[src/rtl/key_matrix_scan_if.sv]
// key_matrix_scan_if: key event bus (key_code, key_valid strobe, key_down level); master drives, slave observes
interface key_matrix_scan_if;
  logic [3:0] key_code;
  logic       key_valid;
  logic       key_down;
  modport master (output key_code, key_valid, key_down);
  modport slave  (input  key_code, key_valid, key_down);
endinterface

[src/rtl/key_matrix_scan.sv]
// key_matrix_scan: 4x4 active-low key matrix scanner with frame debounce; ports cp, rst_n (async active-low), KEY_ROW row drive, KEY_COL column sense, key (master: key_code, key_valid, key_down); macro KEY_REPEAT_EN enables auto-repeat strobes
module key_matrix_scan #(
  parameter int SCAN_DIV      = 2500,
  parameter int DEB_CNT       = 3,
  parameter int REPEAT_FRAMES = 50
) (
  input  logic        cp,
  input  logic        rst_n,
  output logic [3:0]  KEY_ROW,
  input  logic [3:0]  KEY_COL,
  key_matrix_scan_if.master key
);
  localparam int DW = $clog2(SCAN_DIV);
  localparam int CW = $clog2(DEB_CNT + 1);
  localparam bit ONE = DEB_CNT == 1;
  if (SCAN_DIV < 3 || DEB_CNT < 1 || REPEAT_FRAMES < 1) begin : g_bad_param
    $error("key_matrix_scan: SCAN_DIV must be >= 3, DEB_CNT and REPEAT_FRAMES >= 1");
  end
  typedef enum logic [1:0] {IDLE, DEB_PRESS, PRESSED, DEB_RELEASE} state_t;
  state_t        state;
  logic [3:0]    col_s1, col_s2;
  logic [DW-1:0] div;
  logic [1:0]    row;
  logic [15:0]   snap;
  logic          frame_done;
  logic [CW-1:0] cnt;
  logic [3:0]    cand, code;
  logic          tick, none, single, cnt_hit;
`ifdef KEY_REPEAT_EN
  localparam int RW = $clog2(REPEAT_FRAMES + 1);
  logic [RW-1:0] rpt;
`endif
  assign tick    = div == DW'(SCAN_DIV - 1);
  // snap holds pressed keys active-high, bit index = row*4 + col
  assign none    = snap == '0;
  assign single  = !none && (snap & (snap - 16'd1)) == '0;
  assign cnt_hit = cnt + 1'b1 == CW'(DEB_CNT);
  always_comb begin
    code = '0;
    for (int i = 0; i < 16; i++) if (snap[i]) code = 4'(i);
  end
  always_ff @(posedge cp or negedge rst_n) begin
    if (!rst_n) begin
      col_s1     <= 4'hF;
      col_s2     <= 4'hF;
      div        <= '0;
      row        <= '0;
      KEY_ROW    <= 4'b1110;
      snap       <= '0;
      frame_done <= 1'b0;
    end else begin
      col_s1     <= KEY_COL;
      col_s2     <= col_s1;
      div        <= tick ? '0 : div + 1'b1;
      frame_done <= tick && row == 2'd3;
      if (tick) begin
        snap[{row, 2'b00} +: 4] <= ~col_s2;
        row     <= row + 2'd1;
        KEY_ROW <= {KEY_ROW[2:0], KEY_ROW[3]};
      end
    end
  end
  always_ff @(posedge cp or negedge rst_n) begin
    if (!rst_n) begin
      state         <= IDLE;
      cnt           <= '0;
      cand          <= '0;
      key.key_code  <= '0;
      key.key_valid <= 1'b0;
      key.key_down  <= 1'b0;
`ifdef KEY_REPEAT_EN
      rpt           <= '0;
`endif
    end else begin
      key.key_valid <= 1'b0;
      if (frame_done) begin
        case (state)
          IDLE:
            if (single && ONE) begin
              state         <= PRESSED;
              key.key_code  <= code;
              key.key_valid <= 1'b1;
              key.key_down  <= 1'b1;
            end else if (single) begin
              state <= DEB_PRESS;
              cand  <= code;
              cnt   <= CW'(1);
            end
          DEB_PRESS:
            if (!single) state <= IDLE;
            else if (code != cand) begin
              cand <= code;
              cnt  <= CW'(1);
            end else if (cnt_hit) begin
              state         <= PRESSED;
              key.key_code  <= cand;
              key.key_valid <= 1'b1;
              key.key_down  <= 1'b1;
            end else cnt <= cnt + 1'b1;
          PRESSED:
            if (none && ONE) begin
              state        <= IDLE;
              key.key_down <= 1'b0;
`ifdef KEY_REPEAT_EN
              rpt          <= '0;
`endif
            end else if (none) begin
              state <= DEB_RELEASE;
              cnt   <= CW'(1);
`ifdef KEY_REPEAT_EN
              rpt   <= '0;
`endif
            end
`ifdef KEY_REPEAT_EN
            // MULTI and any SINGLE both count as held frames for repeat
            else if (rpt + 1'b1 == RW'(REPEAT_FRAMES)) begin
              rpt           <= '0;
              key.key_valid <= 1'b1;
            end else rpt <= rpt + 1'b1;
`endif
          DEB_RELEASE: begin
`ifdef KEY_REPEAT_EN
            rpt <= '0;
`endif
            if (!none) state <= PRESSED;
            else if (cnt_hit) begin
              state        <= IDLE;
              key.key_down <= 1'b0;
            end else cnt <= cnt + 1'b1;
          end
        endcase
      end
    end
  end
endmodule

[src/flat_wrapper.sv]
// flat-port wrapper written by rule: the top's interface ports become plain ports
module key_matrix_scan_flat 
#(
  parameter int SCAN_DIV      = 2500,
  parameter int DEB_CNT       = 3,
  parameter int REPEAT_FRAMES = 50
)
  (cp, rst_n, KEY_ROW, KEY_COL, key_key_code, key_key_valid, key_key_down);
  key_matrix_scan_if key_i ();
  input  logic cp;
  input  logic rst_n;
  output logic [3:0] KEY_ROW;
  input  logic [3:0] KEY_COL;
  output wire logic [$bits(key_i.key_code)-1:0] key_key_code;
  output wire logic [$bits(key_i.key_valid)-1:0] key_key_valid;
  output wire logic [$bits(key_i.key_down)-1:0] key_key_down;
  assign key_key_code = key_i.key_code;
  assign key_key_valid = key_i.key_valid;
  assign key_key_down = key_i.key_down;
  key_matrix_scan #(.SCAN_DIV(SCAN_DIV), .DEB_CNT(DEB_CNT), .REPEAT_FRAMES(REPEAT_FRAMES)) u_core (.cp(cp), .rst_n(rst_n), .KEY_ROW(KEY_ROW), .KEY_COL(KEY_COL), .key(key_i));
endmodule
[config.mk]
export PLATFORM = sky130hd
export DESIGN_NAME = key_matrix_scan_flat
export DESIGN_NICKNAME = d
export VERILOG_FILES = /design/src/rtl/key_matrix_scan_if.sv /design/src/rtl/key_matrix_scan.sv /design/src/flat_wrapper.sv
export SDC_FILE = /design/constraint.sdc
export NUM_CORES = 1
export LEC_CHECK = 0
export CAP_MARGIN = 20
export CORE_MARGIN = 5
export CORE_UTILIZATION = 50
export CTS_CLUSTER_DIAMETER = 80
export DETAILED_ROUTE_END_ITERATION = 7
export DONT_BUFFER_PORTS = 1
export HOLD_SLACK_MARGIN = 0.03
export PLACE_DENSITY = 0.74
export SYNTH_ARGS = -nofsm -noshare
export SYNTH_HDL_FRONTEND = slang
export SYNTH_SLANG_ARGS = --single-unit
[constraint.sdc]
create_clock -name cp -period 4 [get_ports cp]
set_clock_uncertainty 0.05 [all_clocks]
set_input_delay 0.6 -clock cp [delete_from_list [all_inputs] [get_ports cp]]
set_output_delay 0.6 -clock cp [all_outputs]
set_load 0.01 [all_outputs]
Word level (Yosys, flattened, before mapping)
Cells that the tools add are included.
Widths: inputs -> output; s select.
Storage, ports and cells
  bits in registers: 57
  input bits: 6
  output and inout bits: 10
  word-level logic and storage cells: 100
Operators by class
  add/sub/neg operators: 5
  eq/ne operators: 18
  shifts and indexed selects: 2
  mux-type cells: 46
  bitwise operators: 3
  reduce and logical (&&, ||, !) cells: 13
Operators with widths (number)
  $mux 4: 17
  $logic_not 16->1: 2
  $mux 2: 12
  $and 16x16->16: 1
  $bwmux 16: 1
  $pmux 2 s4: 2
  $shift 4x6->16 const A: 1
  $shiftx 4x6->16: 1
  $sub 16x1->16 const B: 1
  $reduce_and 5->1: 3
  $ne 2x1->1 const B: 7
  $add 12x1->12 const B: 1
  $eq 12x12->1 const B: 1
  $mux 12: 1
  $mux 1: 11
  $ne 3x3->1 const B: 3
  $eq 2x2->1 const B: 4
  $pmux 4 s2: 1
  $reduce_and 7->1: 1
  $neg 4->6: 1
  $reduce_and 6->1: 1
  $add 2x1->2 const B: 2
  $ne 4x4->1: 1
  $not 4->4: 1
  other kinds (8): 10

Depth between registers and ports, before layout
  word-level depth: 20
  gate-level depth with buffers: 9
  mapped depth without buffers: 6

Worst setup path before layout
No wires, ideal clock.
  path kind: register -> register
  from: register u_core.snap[9]
  to: register u_core.cand[2]
  setup time: 125 ps
  data arrival time: 2862 ps
  data required time: 3825 ps
  path slack: 963 ps
  cell stages (with the launch flop): 9
  buffers on the path: 2
  period minus slack after synthesis: 3037 ps
  path through: dfrtp_1 -> buf_6 -> or4_4 -> buf_6 -> or3_1 -> a21bo_1 -> or4_4 -> a311oi_4 -> mux2_4
On the way
  cells in the longest elaborated chain, start to end: 10
  elaborated cells on any way between the ends: 22
  classes of those cells: add/sub: 1; eq/ne: 4; mux: 11; bitwise: 1; reduce/logical: 5
Ends and longest elaborated chain
  start, declared: line key_matrix_scan.sv:24  | logic [15:0] snap;
  start signal, assigned by index: line key_matrix_scan.sv:57  | snap[{row, 2'b00} +: 4] <= ~col_s2;
  branches (longest 10 deep; another with $sub 16x1->16)
  end signal, assigned: line key_matrix_scan.sv:86  | cand <= code;
  end signal, assigned: line key_matrix_scan.sv:92  | cand <= code;
  end, declared: line key_matrix_scan.sv:27  | logic [3:0] cand, code;
Several ways; the timed one is not identified. The select of a mux whose other input is x is not followed.
A chain may end at the register's enable or synchronous reset.

Worst setup path after layout
  from: register u_core.snap[2]
  to: register u_core.key.key_code[2]
On the way
  cells in the longest elaborated chain, start to end: 17
  elaborated cells on any way between the ends: 23
  classes of those cells: add/sub: 1; eq/ne: 1; mux: 14; bitwise: 2; reduce/logical: 5
Ends and longest elaborated chain
  $mux 4 (14 in series): line key_matrix_scan.sv:40  | for (int i = 0; i < 16; i++) if (snap[i]) code = 4'(i);
  $ne 4x4->1: line key_matrix_scan.sv:91  | else if (code != cand) begin
  $not 1->1 (no source line)
  $reduce_and 5->1 (no source line) (*)
  end signal, assigned: line key_matrix_scan.sv:81  | key.key_code <= code;
  end signal, assigned: line key_matrix_scan.sv:96  | key.key_code <= cand;
  end, declared: line key_matrix_scan_if.sv:6  | modport master (output key_code, key_valid, key_down);
Every way passes the cells marked *; elsewhere a longest branch is shown, timed or not.

==> results.md <==
* Status: complete, no violations
* Starting density of the core at 50.5%
* Worst setup SP type: register
* Number of CTS-inserted buffers at 9
* Worst slew pin tran at 0.648 ns
* Final hold viol count at 0
* Cell count after placement at 342
* Final hold slack at 0.0391 ns
* Setup_tns at 0 ns
* Fill cell total of the finished layout at 482
* Comb pwr share at 1.1%
* Final period utilization at 81.0%
* P_sw at 0.000244 W
* Remaining Overflow, GRT at 0
* Vias in the first global route at 2,044
* Final critical-path required period at 3.24 ns
* Synthesized net count at 294
* CTS clk-pin slew, worst paths at 0.07 ns
* Synthesized area at 2960 sq um
* Async SR Flop Fraction at 100%
* Yosys reg bits at 57
* Post-synth EDFFs at 0
* Max Clk Rate at 309 MHz
* Drt first pass iters at 4
* Port Buffers at 0
* Warnings, synthesis at 0
* Drt drc at 0
* Final Max Tran Viols at 0
* Worst Setup End Kind: register
* Critical Path RT at 4.17 ns
* Dpl hpwl at 3790 microns
* CP Launch Point: u_core.snap[2]
* HP Class: input pin to asynchronous set/reset pin
* Seq/Total Area, Yosys at 48.7%
* Main synth FF type: dfrtp_1
* Max-cap check violation count at 0
* PD cells at 373 nW/um^2
* Fin area at 3260 sq um
* Internal at 0.000970 W
* Num ports at 16
* Vias per std cell at 5.76
* Sequential share of power at 48.4%
* Detail Route Antenna Nets at 0
* R2R Setup Slk at 0.76 ns
* Initial antenna violation count at 0
* CP peak stage delay at 0.61 ns
* Clock Sinks at 57
* Die height at 86.9 microns
* Final WL at 5620 microns
* Die ar. at 7550 sq um
* Mapped Cells at 280
* Final net count at 294
* H-tree depth at 3
* Total setup buffers inserted after CTS at 0
* Final std cells w/o fill at 360
* Max Buffers Root-to-Sink at 2
* Core area at 5850 sq um
* Root Driver: clkbuf_8
* Worst rel slew slack at 56.4%
* Later-pin clock latency in the skew report at 0.34 ns
* Worst Path Max Fanout at 10
* Iter 0 DRT Violations at 138
* Total track usage at 16.9%
* Worst path top cell family by delay: simple AND/OR/NAND/NOR gates
* P_leak at 1.56 nW
* Worst setup margin at 0.761 ns
* Vias at 2,073
* Dpl ws at 0.753 ns
* Peak supply drop at 0.237 mV
* DR WL/cell at 15.6 microns
* Buf/Inv on CP at 0
* Ant diodes at 0
* Area post-placement at 2990 sq um
* Critical Path AT at 3.41 ns
* Final GP Congestion at 0.814
* Largest net degree at the start of global routing at 47
* CP Cell Sequence: or4_1 -> or3_1 -> a21bo_1 -> or4_4 -> nand4bb_1 -> mux2_4
* CTS tree: yes
* Crit path max-delay cell type: or4_1
* Worst R2R Start: u_core.snap[2]
* FP Rows at 28
* Critical setup path kind: register to register
* Share of layout cells above drive strength 1 at 18.2%
* Area grow syn2layout at 10.2%
* RSZ-0062 raised after global routing: no
* Die Wd at 86.9 microns
* Syn Area/Cell at 10.6 sq um
* Yosys cell types at 53
* First-pass GRT wire length at 9870 microns
* Clock network power share at 50.5%
* Switching Share at 20.1%
* Count of final setup violators at 0
registers in the layout, indices dropped and copies added (netlist names):
name and count:
u_core.state 2, u_core.KEY_ROW 4, u_core.col_s1 4, u_core.col_s2 4, u_core.cnt 2, u_core.key.key_code 4, u_core.cand 4, u_core.frame_done 1
u_core.key.key_valid 1, u_core.key.key_down 1, u_core.snap 16, u_core.row 2, u_core.div 12
cell usage after synthesis (4+ instances only):
library cell,instances,share of area (%)
nor2b_1,4,0.85
nor2_1,16,2.0
nand3_1,10,1.7
or3_1,8,1.7
dfstp_2,11,9.8
a21o_1,15,3.8
and3_1,5,1.1
nor4_1,6,1.3
ha_1,8,3.4
mux2_2,4,1.5
a31oi_1,5,1.1
mux2_4,6,3.0
xnor2_1,7,2.1
or4_1,4,1.0
buf_2,4,0.68
nand2_1,16,2.0
a21oi_1,5,0.85
o21ai_0,8,1.4
clkbuf_1,8,1.0
nor3_1,23,3.9
dfrtp_1,46,39
inv_1,10,1.3
worst reg2reg max path, cell delays in order (launching register included):
cell,delay [ns]
dfrtp_1,0.46
or4_1,0.61
or3_1,0.40
a21bo_1,0.20
or4_4,0.54
nand4bb_1,0.45
mux2_4,0.42
cells in the final DEF (no fill, tap or decap), drive strengths merged, types with 3 or more instances in the layout:
| cell type | n |
|---|---|
| dfrtp | 46 |
| a31oi | 5 |
| inv | 10 |
| xnor2 | 7 |
| or3 | 8 |
| clkbuf | 11 |
| mux2 | 10 |
| nand2 | 16 |
| nor2 | 16 |
| or4b | 3 |
| nand3 | 10 |
| o21ai | 8 |
| mux2i | 3 |
| and3 | 5 |
| nor3 | 23 |
| a21o | 16 |
| dfstp | 11 |
| a21oi | 5 |
| ha | 8 |
| nor4 | 6 |
| a211o | 3 |
| nor2b | 4 |
| xor2 | 3 |
| or4 | 7 |
| and2 | 3 |
per-layer routing:
layer / share of wire (%) / track usage, %
met1: 48 / 22.7
met2: 45 / 25.1
met3: 4.4 / 3.97
met4: 2.8 / 9.35
met5: 0 / 0
final timing paths:
| check | to | cells past startpoint |
|---|---|---|
| worst max-delay path | u_core.key.key_code[2] | 6 |
| worst min-delay path | u_core.cand[1] | 1 |
| worst max register to register | u_core.key.key_code[2] | 6 |
| worst min register to register | u_core.col_s2[1] | 0 |
| max in group asynchronous | u_core.KEY_ROW[1] | 1 |
| min in group cp | u_core.col_s1[2] | 0 |
area by class of cell:
type	count	area, sq um	area share [%]
clock buffer	11	151	4.65
inverter	10	37.5	1.15
sequential	57	1440	44.2
timing repair buffer	3	45.0	1.38
tap	75	93.8	2.88
multi-input combinational	199	1410	43.3
clock inverter	5	77.6	2.38
power by group through the flow:
stage	Clock, W	Combinational, W	Sequential (W)
2_1_floorplan	0	0.0000000884	0.000597
3_3_place_gp	0	0.0000000867	0.000598
3_5_place_dp	0	0.0000000868	0.000598
4_1_cts	0.000629	0.0000124	0.000588
5_1_grt	0.000655	0.0000156	0.000588
6_report	0.000614	0.0000128	0.000588
per-stage QoR:
stage / total power [W] / util (%)
detailed placement: 0.000598 / 51.1
global route: 0.00126 / 55.6
floorplan: 0.000597 / -
global placement: 0.000598 / 51.1
CTS: 0.00123 / 55.5
finish: 0.00121 / 55.6
logic make-up (layout without fill, tap and decap cells):
family | Yosys count | count (layout) | share of synthesized area (%)
muxes | 13 | 13 | 5.59
AOI/OAI and AO/OA | 56 | 56 | 14.4
and+or+nand+nor | 111 | 111 | 20.9
buffers and inverters | 24 | 29 | 3.73
xor gates and xnor gates | 10 | 10 | 2.96
adders and majority gates | 9 | 9 | 3.73
DFF | 57 | 57 | 48.7
timing repair:
item / CTS / global route
hold buffers: 1 / 1
gates resized for setup: 0 / 0
endpoints found under the hold margin: 46 / 2
No activity file was read; power rests on OpenSTA's default activity.
